**config.mk**
```make
export PLATFORM = sky130hd
export DESIGN_NAME = freg_dump_reader
export DESIGN_NICKNAME = d
export VERILOG_FILES = /design/src/rtl/freg_dbg_pkg.sv /design/src/rtl/freg_dump_ser.sv /design/src/rtl/freg_dump_reader.sv
export SDC_FILE = /design/constraint.sdc
export NUM_CORES = 1
export LEC_CHECK = 0
export CAP_MARGIN = 30
export CORE_MARGIN = 2
export CORE_UTILIZATION = 49
export DETAILED_ROUTE_END_ITERATION = 8
export PLACE_DENSITY_LB_ADDON = 0.12
export SYNTH_ARGS = -nofsm -noshare
export SYNTH_HDL_FRONTEND = slang
export SYNTH_SLANG_ARGS = --single-unit
```
**constraint.sdc**
```tcl
create_clock -name iCLK -period 2.8 [get_ports iCLK]
set_input_delay 0.42 -clock iCLK [delete_from_list [all_inputs] [get_ports iCLK]]
set_output_delay 0.42 -clock iCLK [all_outputs]
set_load 0.02 [all_outputs]
```
**src/rtl/freg_dbg_pkg.sv**
```systemverilog
// Shared definitions for the floating-point register-file debug dump path:
// state encoding, default widths and record geometry.
package freg_dbg_pkg;

    localparam int DEF_SEL_W  = 5;
    localparam int DEF_DATA_W = 32;

    // One index byte followed by the register data bytes.
    function automatic int rec_bytes(input int data_w);
        return data_w / 8 + 1;
    endfunction

    localparam int RECORD_BYTES = rec_bytes(DEF_DATA_W);

    typedef enum logic [1:0] {
        S_IDLE = 2'd0,
        S_LOAD = 2'd1,
        S_SEND = 2'd2,
        S_DONE = 2'd3
    } state_t;

endpackage

```
**src/rtl/freg_dump_ser.sv**
```systemverilog
// Record serializer: snapshots one register value and presents it as an
// index byte plus data bytes (MSB first) on a valid/ready byte stream.
module freg_dump_ser
    import freg_dbg_pkg::*;
#(
    parameter int SEL_W  = DEF_SEL_W,
    parameter int DATA_W = DEF_DATA_W
) (
    input  logic              i_clk,
    input  logic              i_rst_n,
    input  logic              i_load,
    input  logic [SEL_W-1:0]  i_idx,
    input  logic [DATA_W-1:0] i_data,
    input  logic              i_ready,
    output logic [7:0]        o_data,
    output logic              o_valid,
    output logic              o_record_last
);

    localparam int NBYTES = DATA_W / 8;
    localparam int REC    = rec_bytes(DATA_W);
    localparam int CNT_W  = $clog2(REC);

    logic [DATA_W-1:0] r_shadow;
    logic [CNT_W-1:0]  r_cnt;
    logic              r_valid;

    logic              w_xfer;
    logic              w_last_byte;
    logic [7:0]        w_bytes [REC];

    assign w_xfer        = r_valid && i_ready;
    assign w_last_byte   = (r_cnt == CNT_W'(REC - 1));
    assign o_record_last = w_xfer && w_last_byte;
    assign o_valid       = r_valid;

    assign w_bytes[0] = 8'(i_idx);

    generate
        for (genvar gi = 0; gi < NBYTES; gi++) begin : g_bytes
            assign w_bytes[gi+1] = r_shadow[DATA_W-1-8*gi -: 8];
        end
    endgenerate

    // Output is forced to zero whenever no byte is on offer.
    always_comb begin
        o_data = 8'h00;
        for (int b = 0; b < REC; b++) begin
            if (r_valid && (r_cnt == CNT_W'(b))) begin
                o_data = w_bytes[b];
            end
        end
    end

    always_ff @(posedge i_clk) begin
        if (!i_rst_n) begin
            r_shadow <= '0;
            r_cnt    <= '0;
            r_valid  <= 1'b0;
        end else if (i_load) begin
            r_shadow <= i_data;
            r_cnt    <= '0;
            r_valid  <= 1'b1;
        end else if (w_xfer) begin
            if (w_last_byte) begin
                r_cnt   <= '0;
                r_valid <= 1'b0;
            end else begin
                r_cnt <= r_cnt + CNT_W'(1);
            end
        end
    end

endmodule

```
**src/rtl/freg_dump_reader.sv**
```systemverilog
// Debug dump reader: walks an index range of the FP register file through
// its display-select port and streams each value as a byte record.
module freg_dump_reader
    import freg_dbg_pkg::*;
#(
    parameter int SEL_W  = DEF_SEL_W,
    parameter int DATA_W = DEF_DATA_W
) (
    input  logic              iCLK,
    input  logic              iRST_N,
    input  logic              iStart,
    input  logic              iAbort,
    input  logic [SEL_W-1:0]  iFirst,
    input  logic [SEL_W-1:0]  iLast,
    output logic [SEL_W-1:0]  oRegSel,
    input  logic [DATA_W-1:0] iRegData,
    output logic [7:0]        oTxData,
    output logic              oTxValid,
    input  logic              iTxReady,
    output logic              oBusy,
    output logic              oDone
);

    state_t           r_state;
    logic [SEL_W-1:0] r_idx;
    logic [SEL_W-1:0] r_last;
    logic             r_abort;
    logic             r_busy;
    logic             r_done;

    logic             w_abort;
    logic             w_ser_load;
    logic             w_rec_last;

    // An abort raised in the same cycle counts as already pending.
    assign w_abort    = r_abort || iAbort;
    assign w_ser_load = (r_state == S_LOAD) && !w_abort;

    assign oRegSel = r_idx;
    assign oBusy   = r_busy;
    assign oDone   = r_done;

    freg_dump_ser #(
        .SEL_W  (SEL_W),
        .DATA_W (DATA_W)
    ) u_ser (
        .i_clk         (iCLK),
        .i_rst_n       (iRST_N),
        .i_load        (w_ser_load),
        .i_idx         (r_idx),
        .i_data        (iRegData),
        .i_ready       (iTxReady),
        .o_data        (oTxData),
        .o_valid       (oTxValid),
        .o_record_last (w_rec_last)
    );

    always_ff @(posedge iCLK) begin
        if (!iRST_N) begin
            r_state <= S_IDLE;
            r_idx   <= '0;
            r_last  <= '0;
            r_abort <= 1'b0;
            r_busy  <= 1'b0;
            r_done  <= 1'b0;
        end else begin
            case (r_state)
                S_IDLE: begin
                    if (iStart) begin
                        if (iFirst <= iLast) begin
                            r_idx   <= iFirst;
                            r_last  <= iLast;
                            r_busy  <= 1'b1;
                            r_state <= S_LOAD;
                        end else begin
                            r_done  <= 1'b1;
                            r_state <= S_DONE;
                        end
                    end
                end
                S_LOAD: begin
                    r_abort <= w_abort;
                    if (w_abort) begin
                        r_busy  <= 1'b0;
                        r_done  <= 1'b1;
                        r_state <= S_DONE;
                    end else begin
                        r_state <= S_SEND;
                    end
                end
                S_SEND: begin
                    r_abort <= w_abort;
                    if (w_rec_last) begin
                        // idx stops at last, so the top index never wraps.
                        if ((r_idx == r_last) || w_abort) begin
                            r_busy  <= 1'b0;
                            r_done  <= 1'b1;
                            r_state <= S_DONE;
                        end else begin
                            r_idx   <= r_idx + SEL_W'(1);
                            r_state <= S_LOAD;
                        end
                    end
                end
                default: begin
                    r_abort <= 1'b0;
                    r_done  <= 1'b0;
                    r_state <= S_IDLE;
                end
            endcase
        end
    end

endmodule

```
Word-level counts from Yosys, hierarchy flattened
Index checks and enable logic that the tools add are counted.
Operators by class
  $add $sub $neg: 2
  magnitude comparators: 1
  equality and inequality tests: 14
  mux-type cells: 33
  bitwise gates (word level): 1
  reductions and logical operators: 25
Operators with widths (number)
  $mux W8: 4
  $mux W5: 5
  $mux W1: 14
  $ne A2 B2 Y1 const B: 6
  $pmux W5 S2: 1
  $reduce_and A5 Y1: 2
  $logic_and A1 B1 Y1: 8
  $mux W2: 4
  $eq A3 B2 Y1 const B: 2
  $pmux W1 S3: 2
  $pmux W2 S3: 1
  $reduce_and A6 Y1: 1
  $reduce_bool A2 Y1: 3
  $add A5 B1 Y5 const B: 1
  $eq A5 B5 Y1: 1
  $le A5 B5 Y1: 1
  $reduce_and A2 Y1: 2
  $reduce_or A2 Y1: 2
  $add A3 B1 Y3 const B: 1
  $eq A3 B1 Y1 const B: 1
  $eq A3 B3 Y1 const B: 1
  $logic_not A3 Y1: 1
  $mux W3: 1
  $reduce_and A3 Y1: 1
  other kinds (9): 10
Storage, ports and cells
  bits in registers: 51
  input port bits: 47
  output and inout port bits: 16

Longest topological paths before layout
Gate-level depths: netlist of run 1.
  word-level depth: 7
  depth in mapped cells: 9
  gate-level depth less buffers: 7

By module
A second synthesis of run 1 with hierarchy kept.
Second synthesis, totals
  cell total of the unflattened synthesis: 323
  area total of the unflattened synthesis: 2951.6 µm²
Modules (own cells, without submodules)
  freg_dump_ser: instances 1, cells an instance 192, area each 1855.5 µm², sequential area each 720.7 µm²
  freg_dump_reader: instances 1, cells an instance 131, area each 1096.1 µm², sequential area each 300.3 µm²

Worst setup path before layout of run 1
OpenSTA, ideal clock, no wires.
  path kind: reg-to-output
  from: register u_ser.r_cnt[2]
  to: output oTxData[5]
  data arrival time: 1901 ps
  required time: 2380 ps
  slack: 479 ps
  cell stages (with the launch flop): 10
  cell sequence: dfxtp_1 > clkbuf_1 > inv_1 > ha_1 > and2_1 > clkbuf_1 > clkbuf_1 > nor2_1 > a21oi_1 > o21ai_0
On the way
  cells in the longest elaborated chain, start to end: 6
Ends and longest elaborated chain
  start: declaration: line freg_dump_ser.sv:25  | logic [CNT_W-1:0] r_cnt;
  start signal: assignment: line freg_dump_ser.sv:69  | r_cnt <= r_cnt + CNT_W'(1);
  $eq A3 B1 Y1: line freg_dump_ser.sv:49  | if (r_valid && (r_cnt == CNT_W'(b))) begin
  $logic_and A1 B1 Y1: line freg_dump_ser.sv:49
  $mux W8 (3 in series): line freg_dump_ser.sv:49
  $mux W8 *: line freg_dump_ser.sv:49
  end: declaration: line freg_dump_reader.sv:17  | output logic [7:0] oTxData,
Every way passes the cells marked *; elsewhere a longest branch is shown, timed or not.

Worst setup path in the final report of run 1
  from: register u_ser.r_cnt[1]
  to: output oTxData[0]
On the way
  cells in the longest elaborated chain, start to end: 7
Ends and longest elaborated chain (line)
  $logic_not A3 Y1: freg_dump_ser.sv:49
  $logic_and A1 B1 Y1: freg_dump_ser.sv:49
  $mux W5: freg_dump_ser.sv:49
  $mux W8 (3 in series): freg_dump_ser.sv:49
  $mux W8 *: freg_dump_ser.sv:49
Marked as above.

==> flow_metrics.tcl, run 1 <==
set metrics [dict create \
    synthDistinctLibCells 45 \
    fin_crit_ns 2.675 \
    hold_depth 2 \
    maxSlewHeadroom 0.6760 \
    fp-row-count 27 \
    area_growth_pct 29.75 \
    synth_top_area_share 0.3747 \
    syn-num-nets 422 \
    yosysWarnings 0 \
    cts_made_buffers 5 \
    yosys.area.top_type "dfxtp_1" \
    route.detailed.drc 0 \
    clk_path_buf_depth 2 \
    hold_violations 0 \
    r2r_start "u_ser.r_cnt[0]" \
    worst_slew_pin_slew_ns 0.4860 \
    syn_area_um2 2725 \
    overflow 0 \
    synth_seq_cells 51 \
    grt_pass1_wl_mm 11.34 \
    dp_hpwl_mm 5.126 \
    cts_tree "yes" \
    worstSetupEndpointType "output pin" \
    clk_pin_slew_worst_paths_ns 0.09 \
    drv_slew 0 \
    hold_buffers 0 \
    synth-main-ff-cell "dfxtp_1" \
    die-area_um2 6174 \
    ys_top_cells_by_area "dfxtp_1 37%, nand2_1 12%, a21oi_1 9.6%" \
    r2r-end "oBusy" \
    grt_pass1_vias 2456 \
    async_reset_ff_frac 0 \
    holdCritPathClass "register to register" \
    drv_cap 0 \
    setup_violations 0 \
    ys_seq_area_frac 0.3747 \
    status "finished, final reports clean" \
    htreeDepth 2 \
    antenna_cells_inserted 0 \
    routedWlPerCell_um 13.86 \
    core-area_um2 5439 \
    cts-root-buf "clkbuf_8" \
    die_x_um 78.58 \
    clock_latency_ns 0.31 \
    die_y_um 78.58 \
    synth.most_common_cell "nand2_1" \
    syn_area_per_cell_um2 7.570 \
    dr.pass1.iters 4 \
    p_total_w 0.002439 \
    ir_worst_vdd_mv 0.3736 \
    io_pins 63 \
    grt_max_degree 35 \
    final_layout_size_suffix_gt1_frac 0.06971 \
    reg2reg_slack_ns 0.61 \
    start_util 0.5010 \
    netlist_top_cells_count "86 x nand2_1, 52 x a21oi_1, 51 x dfxtp_1" \
    drtIter0Drc 150 \
    hold_end "u_ser.r_shadow[10]" \
    finalWirelength_mm 6.766 \
    rsz0062_at_grt "true" \
    max_freq_ghz 0.3738 \
    finClkSkew_ns 0.01117 \
    startpoint_type "register" \
    required_ns 2.38 \
    routed_via_density 5.309 \
    critPathMaxFanout 5 \
    synth_edf_count 0 \
    clkSinkCount 51 \
    post_cts_buffers 0 \
    post-route-period-util 0.9554 \
    grt_usage 0.2288 \
    vias 2591 \
    drtAntennaViolNets 0 \
    path_class "register to output pin" \
    p_per_area_nw_per_um2 689.8 \
    hp-start "u_ser.r_shadow[10]" \
    nets 477 \
    synthCells 360 \
    antenna_found_initial 0 \
    cts_resized 11 \
    leakagePower_nw 1.348 \
    rr_worst_depth 8 \
    hold_ws_ns 0.4590 \
    crit_arrival_ns 2.26 \
    io_buffers 62 \
    finalWeightedCongestion 0.8843 \
]
[where the power goes]
| part | total, W | internal [W] | switching, W |
|---|---|---|---|
| sequential | 0.00101 | 0.000864 | 0.000150 |
| clock | 0.000526 | 0.000271 | 0.000255 |
| combinational | 0.000899 | 0.000409 | 0.000490 |
| total | 0.00244 | 0.00154 | 0.000895 |
[area by class of cell]
type / count / area, um^2
Tap cell: 72 / 90.09
Clock buffer: 5 / 68.82
Timing Repair Buffer: 70 / 668.1
Multi-Input combinational cell: 272 / 1582
Inverter: 15 / 56.30
Clock inverter: 3 / 47.55
Sequential cell: 51 / 1023
Fill cell: 495 / 1903
[state kept, by name, indices dropped and copies added (netlist names)]
signal and count:
oBusy 1, oDone 1, oRegSel 5, r_abort 1
r_last 5, r_state 2, u_ser.o_valid 1, u_ser.r_cnt 3
u_ser.r_shadow 32
[worst max-delay path by stage]
stage,from,to,cells past startpoint
floorplan,u_ser.r_cnt[2],oTxData[5],9
global placement,u_ser.r_cnt[0],oTxData[7],8
detailed placement,u_ser.r_cnt[0],oTxData[5],8
CTS,u_ser.r_cnt[0],oTxData[3],8
global route,u_ser.r_cnt[1],oTxData[3],8
finish,u_ser.r_cnt[1],oTxData[0],8
[metrics by stage]
stage / setup TNS [ns] / utilization / instances / setup slack, ns / cell area, um^2
finish: 0 / 0.6501 / 488 / 0.1248 / 3536
global placement: 0 / 0.6264 / 480 / 0.1384 / 3407
global route: -0.004304 / 0.6501 / 488 / -0.004304 / 3536
detailed placement: 0 / 0.6264 / 480 / 0.04339 / 3407
floorplan: 0 / - / 360 / 0.4791 / 2725
CTS: 0 / 0.6490 / 488 / 0.07300 / 3530
[cells by family after synthesis]
family | count (synthesis) | synth area share
and+or+nand+nor | 149 | 0.2438
AOI/OAI and AO/OA | 96 | 0.2172
DFF | 51 | 0.3747
buffers and inverters | 37 | 0.05326
adders and majority gates | 15 | 0.06887
muxes | 7 | 0.02617
xor gates and xnor gates | 5 | 0.01607
[metal layers]
layer	up-vias	global-route usage	part of all wire
met5	-	0	0
met4	0	0.06667	0.012
met3	8	0.04598	0.045
met2	54	0.3949	0.49
met1	1175	0.2876	0.45
li1	1354	-	-
[critical path, stage by stage (launching register included)]
cell and delay [ns]:
dfxtp_1 0.39, inv_1 0.08, ha_1 0.20, and4bb_2 0.37
a221oi_2 0.09, nor3_1 0.24, a21oi_1 0.07, o21ai_0 0.17
clkdlybuf4s15_1 0.34
[placed cells by master (no fill, tap or decap), drive strengths merged, types with 7 or more instances in the layout]
master and count:
nor2 24, a21oi 52, dfxtp 51, clkdlybuf4s50 54, nor3 7, buf 8, ha 15, o21ai 15
nand3 11, inv 15, nand2 86
(Power assumes the default switching activity.)
==> inputs of run 2 (changes only) <==
- ABC_AREA: unset -> 1
==> flow_metrics.tcl, run 2 <==
set metrics [dict create \
    hold_violations 0 \
    pwr-share-clk 0.159 \
    p_int_w 0.001539 \
    synth_edf_count 0 \
    syn_area_um2 2700 \
    crit_arrival_ns 2.07 \
    placedCellCount 530 \
    p_sw_frac 0.4100 \
    io_pins 63 \
    layout_commonest_cell "nor2_1" \
    yosysWarnings 0 \
    rsz0062_at_grt "false" \
    fin_crit_ns 2.489 \
    die_y_um 78.23 \
    start_util 0.4995 \
    nets 531 \
    grt_pass1_wl_mm 11.35 \
    path_class "register to output pin" \
    fp-row-count 27 \
    ys_seq_area_frac 0.3781 \
    final_cell_mix "97 x nor2_1, 75 x nand2_1, 54 x clkdlybuf4s50_1, 51 x dfxtp_1, 39 x o21ai_0" \
    r2r_start "r_state[1]" \
    instances_no_fill 542 \
    finalWirelength_mm 6.640 \
    routed_via_density 4.996 \
    ys_top_cells_by_area "dfxtp_1 38%, nor2_1 14%, nand2_1 11%" \
    vias 2708 \
    cts_tree "yes" \
    largest_register_ffs 32 \
    regMostFlops "u_ser.r_shadow" \
    grt_max_degree 35 \
    p_switching_w 0.001069 \
    hp-start "oBusy" \
    overflow 0 \
    die_x_um 78.23 \
    holdCritPathClass "register to register" \
    route.detailed.drc 0 \
    dpl-instance-area_um2 3381 \
    synth_seq_cells 51 \
    p_total_w 0.002609 \
    critPathMaxFanout 9 \
    routedWlPerCell_um 12.25 \
    maxSlewHeadroom 0.6332 \
    yosys.area.top_type "dfxtp_1" \
    seq_power_share 0.417 \
    crit_path_frequent_cell "nor2_1" \
    design_area_um2 3522 \
    synth.most_common_cell "nor2_1" \
    cp-startpoint "u_ser.r_cnt[0]" \
    finClkSkew_ns 0.005550 \
    cts_made_buffers 5 \
    final_layout_size_suffix_gt1_frac 0.05957 \
    antenna_found_initial 0 \
    htreeDepth 2 \
    startpoint_type "register" \
    dr.pass1.iters 4 \
    dp_hpwl_mm 4.951 \
    clock_latency_ns 0.30 \
    area_growth_pct 30.44 \
    syn-num-nets 466 \
    grt_pass1_vias 2562 \
    fillCellCount 518 \
    async_reset_ff_frac 0 \
    status "finished, final reports clean" \
    syn_area_per_cell_um2 6.683 \
    setup_violations 0 \
    cts-root-buf "clkbuf_8" \
    worstSetupEndpointType "output pin" \
    synthDistinctLibCells 26 \
    power_frac_comb 0.424 \
    finalSetupTns_ns 0 \
    max_freq_ghz 0.4017 \
    clk_path_buf_depth 2 \
    netlist_top_cells_count "98 x nor2_1, 76 x nand2_1, 51 x dfxtp_1" \
    drtIter0Drc 107 \
    clk_pin_slew_worst_paths_ns 0.09 \
    hold_ws_ns 0.4751 \
    antenna_cells_inserted 0 \
    synth-main-ff-cell "dfxtp_1" \
    cp_slowest_cell "dfxtp_1" \
    synth_top_area_share 0.3781 \
    drv_slew 0 \
    worst_slew_pin_slew_ns 0.5493 \
    post-route-period-util 0.8890 \
    critPathMaxStageDelay_ns 0.39 \
    drv_cap 0 \
    worstPathCellList "inv_1 -> ha_1 -> nand2_1 -> nor2_1 -> inv_2 -> buf_4 -> nor2_1 -> a31oi_1 -> dlygate4sd2_1" \
    ir_worst_vdd_mv 0.3499 \
    drtAntennaViolNets 0 \
    leakagePower_nw 1.738 \
    p_per_area_nw_per_um2 740.6 \
    required_ns 2.38 \
    synthCells 404 \
    finalWeightedCongestion 0.8146 \
    clkSinkCount 51 \
    die-area_um2 6120 \
    io_buffers 62 \
    core-area_um2 5405 \
    grt_usage 0.2274 \
]
-- run 2: cell types whose count changed after synthesis, sizes merged, moves of 4 or more --
cell    delta
o21ai     +25
mux2i      -6
inv       +26
nand2      -7
a21oi     -38
o311ai     -4
nor3       -4
o211ai     +4
nor2      +77
a31oi      +6
o31ai      -4
a221oi     -6
nand3     +16
clkbuf    -11
-- run 2: path summary, 6_finish.rpt --
kind / endpoint / slack [ns] / depth (start not counted)
worst max register to register: u_ser.r_cnt[0] / 1.10 / 7
worst max-delay path: oTxData[1] / 0.31 / 9
worst min register to register: oBusy / 0.48 / 2
worst min-delay path: oBusy / 0.48 / 2
-- run 2: cells by family (layout without fill, tap and decap cells) --
group,Yosys count,in the layout,synth area share
flops,51,51,0.3781
simple gates,214,214,0.3272
fa+ha+maj,15,15,0.06951
xor+xnor,2,2,0.006489
buf+inv,53,119,0.07924
compound gates,69,69,0.1395
-- run 2: power by group through the flow --
stage               Combinational, W  Sequential [W]  Clock [W]
detailed placement           0.00111         0.00110          0
global route                 0.00128         0.00111   0.000449
finish                       0.00111         0.00109   0.000415
CTS                          0.00111         0.00108   0.000419
floorplan                   0.000718         0.00110          0
global placement             0.00109         0.00110          0
-- run 2: metal layers --
| layer | wire length [um] | track usage |
|---|---|---|
| met1 | 3089 | 0.2851 |
| met3 | 276 | 0.04368 |
| met2 | 3118 | 0.3922 |
| met4 | 155 | 0.07544 |
| met5 | 0 | 0 |
-- run 2: final cells by class --
type	instances	area (um^2)	area share
Clock inverter	2	12.51	0.003552
Sequential cell	51	1021	0.2899
Multi-Input combinational cell	300	1475	0.4188
Clock buffer	6	72.57	0.02060
Tap cell	72	90.09	0.02558
Timing Repair Buffer	70	696.9	0.1979
Inverter	41	153.9	0.04369
-- run 2: timing repair --
action                     4_1_cts  5_1_grt
resized for setup                2       10
setup endpoints to repair        8        7
setup buffers                    0        4
hold buffers                     0        0
-- run 2: through the flow --
stage	util	setup slack, ns
4_1_cts	0.6410	0.007089
5_1_grt	0.6516	0.1093
6_report	0.6516	0.3108
3_3_place_gp	0.6255	0.2990
3_5_place_dp	0.6255	0.2646
2_1_floorplan	-	0.7301
-- run 2: critical path, delay by kind of cell (launching register included) --
family          cells  cell delay, ns
compound gates      1            0.19
simple gates        3            0.23
buf+inv             4            0.71
flops               1            0.39
fa+ha+maj           1            0.24
==> inputs of run 3 (changes only) <==
- GPL_TIMING_DRIVEN: unset -> 0
==> flow_metrics.tcl, run 3 (synthesis results as in run 2) <==
set metrics [dict create \
    hold_depth 2 \
    worstPathCellList "inv_1 -> ha_1 -> nand2_1 -> nor2_1 -> inv_1 -> clkbuf_4 -> nor2_1 -> a31oi_1 -> clkdlybuf4s15_1" \
    vias 2746 \
    worstSetupEndpointType "output pin" \
    rsz0062_at_grt "false" \
    clkSinkCount 51 \
    finalWirelength_mm 6.780 \
    final_cell_mix "97 x nor2_1, 76 x nand2_1, 54 x clkdlybuf4s50_1, 50 x dfxtp_1" \
    cp_slowest_cell "dfxtp_1" \
    post-route-period-util 0.9312 \
    die-area_um2 6120 \
    clk_pin_slew_worst_paths_ns 0.08 \
    hold_violations 0 \
    status "finished, final reports clean" \
    htreeDepth 2 \
    clk_path_buf_depth 2 \
    instances_no_fill 546 \
    crit_buf_inv 4 \
    path_depth 9 \
    grt_pass1_vias 2560 \
    area_growth_pct 31.19 \
    routed_via_density 5.029 \
    holdCritPathClass "register to register" \
    io_pins 63 \
    worst_slew_pin_slew_ns 0.4005 \
    setup_violations 0 \
    antenna_cells_inserted 0 \
    crit_arrival_ns 2.19 \
    path_class "register to output pin" \
    cts_tree "yes" \
    leakagePower_nw 1.705 \
    fin_crit_ns 2.607 \
    dr.pass1.iters 7 \
    regMostFlops "u_ser.r_shadow" \
    finalWeightedCongestion 0.8151 \
    nets 535 \
    route.detailed.drc 0 \
    overflow 0 \
    die_y_um 78.23 \
    pwr-share-clk 0.193 \
    core-area_um2 5405 \
    final_layout_size_suffix_gt1_frac 0.05485 \
    p_switching_w 0.001069 \
    finalSetupTns_ns 0 \
    drtAntennaViolNets 0 \
    largest_register_ffs 32 \
    die_x_um 78.23 \
    p_sw_frac 0.3923 \
    layout_commonest_cell "nor2_1" \
    fp-row-count 27 \
    antenna_found_initial 0 \
    start_util 0.4995 \
    grt_max_degree 16 \
    rr_worst_depth 10 \
    power_frac_comb 0.409 \
    drv_slew 0 \
    dp_hpwl_mm 5.136 \
    grt_usage 0.2254 \
    placedCellCount 538 \
    drv_cap 0 \
    routedWlPerCell_um 12.42 \
    path_delay_family "buffers and inverters" \
    required_ns 2.38 \
    max_freq_ghz 0.3835 \
    critPathMaxFanout 10 \
    dpl-instance-area_um2 3411 \
    p_per_area_nw_per_um2 769.2 \
    design_area_um2 3542 \
    grt_pass1_wl_mm 11.05 \
    seq_power_share 0.398 \
    io_buffers 62 \
    finClkSkew_ns 0.006459 \
    cts_made_buffers 5 \
    ir_worst_vdd_mv 0.3510 \
    clock_latency_ns 0.30 \
    p_int_w 0.001656 \
    cts-root-buf "clkbuf_8" \
    maxSlewHeadroom 0.7330 \
    startpoint_type "register" \
    drtIter0Drc 116 \
    critPathMaxStageDelay_ns 0.41 \
]
[run 3: worst paths after layout]
path,slack [ns],from,endpoint
setup reg to reg,1.16,u_ser.r_cnt[0],oRegSel[2]
setup / recovery,0.19,u_ser.r_cnt[0],oTxData[6]
hold / removal,0.48,r_last[3],r_last[3]
hold reg to reg,0.48,r_last[3],r_last[3]
[run 3: final cells by class]
type,count,area (um^2)
inverter,41,153.9
clock buffer,6,82.58
tap,72,90.09
clock inverter,2,35.03
buffer,12,63.81
sequential,51,1022
timing repair buffer,62,626.9
multi-input combinational,300,1468
fill,490,1863
[run 3: tightest hold or removal path, cell delays in order, from the launching register on]
cell and delay (ns):
dfxtp_1 0.32, inv_1 0.06, a21oi_1 0.05
[run 3: power by group through the flow]
stage / Sequential (W) / Combinational (W) / Clock [W]
after global placement: 0.00108 / 0.00109 / 0
after detailed placement: 0.00110 / 0.00111 / 0
after CTS: 0.00108 / 0.00112 / 0.000536
final: 0.00108 / 0.00112 / 0.000526
after floorplan: 0.00110 / 0.000718 / 0
after global routing: 0.00111 / 0.00126 / 0.000565
[run 3: repair_timing]
| action | 4_1_cts | 5_1_grt |
|---|---|---|
| cloned | 0 | 0 |
| setup endpoints to repair | 8 | 5 |
| hold buffers | 0 | 0 |
| gates resized for setup | 6 | 8 |
| buffers inserted | 0 | 0 |
[run 3: metal layers]
layer  track usage  vias to the layer above  part of all wire
li1              -                     1434                 -
met1        0.2772                     1223              0.45
met2        0.3888                       80              0.48
met3       0.03448                        9             0.053
met4        0.1018                        0             0.016
met5             0                        -                 0
[run 3: through the flow]
step | total power, W | hold WS, ns | util | setup slack [ns]
2_1_floorplan | 0.001819 | 0.4431 | - | 0.7301
3_3_place_gp | 0.002173 | 0.4558 | 0.6310 | 0.1184
3_5_place_dp | 0.002210 | 0.4636 | 0.6310 | 0.09386
4_1_cts | 0.002739 | 0.4771 | 0.6523 | 0.001470
5_1_grt | 0.002932 | 0.5145 | 0.6553 | 0.01072
6_report | 0.002724 | 0.4785 | 0.6553 | 0.1927
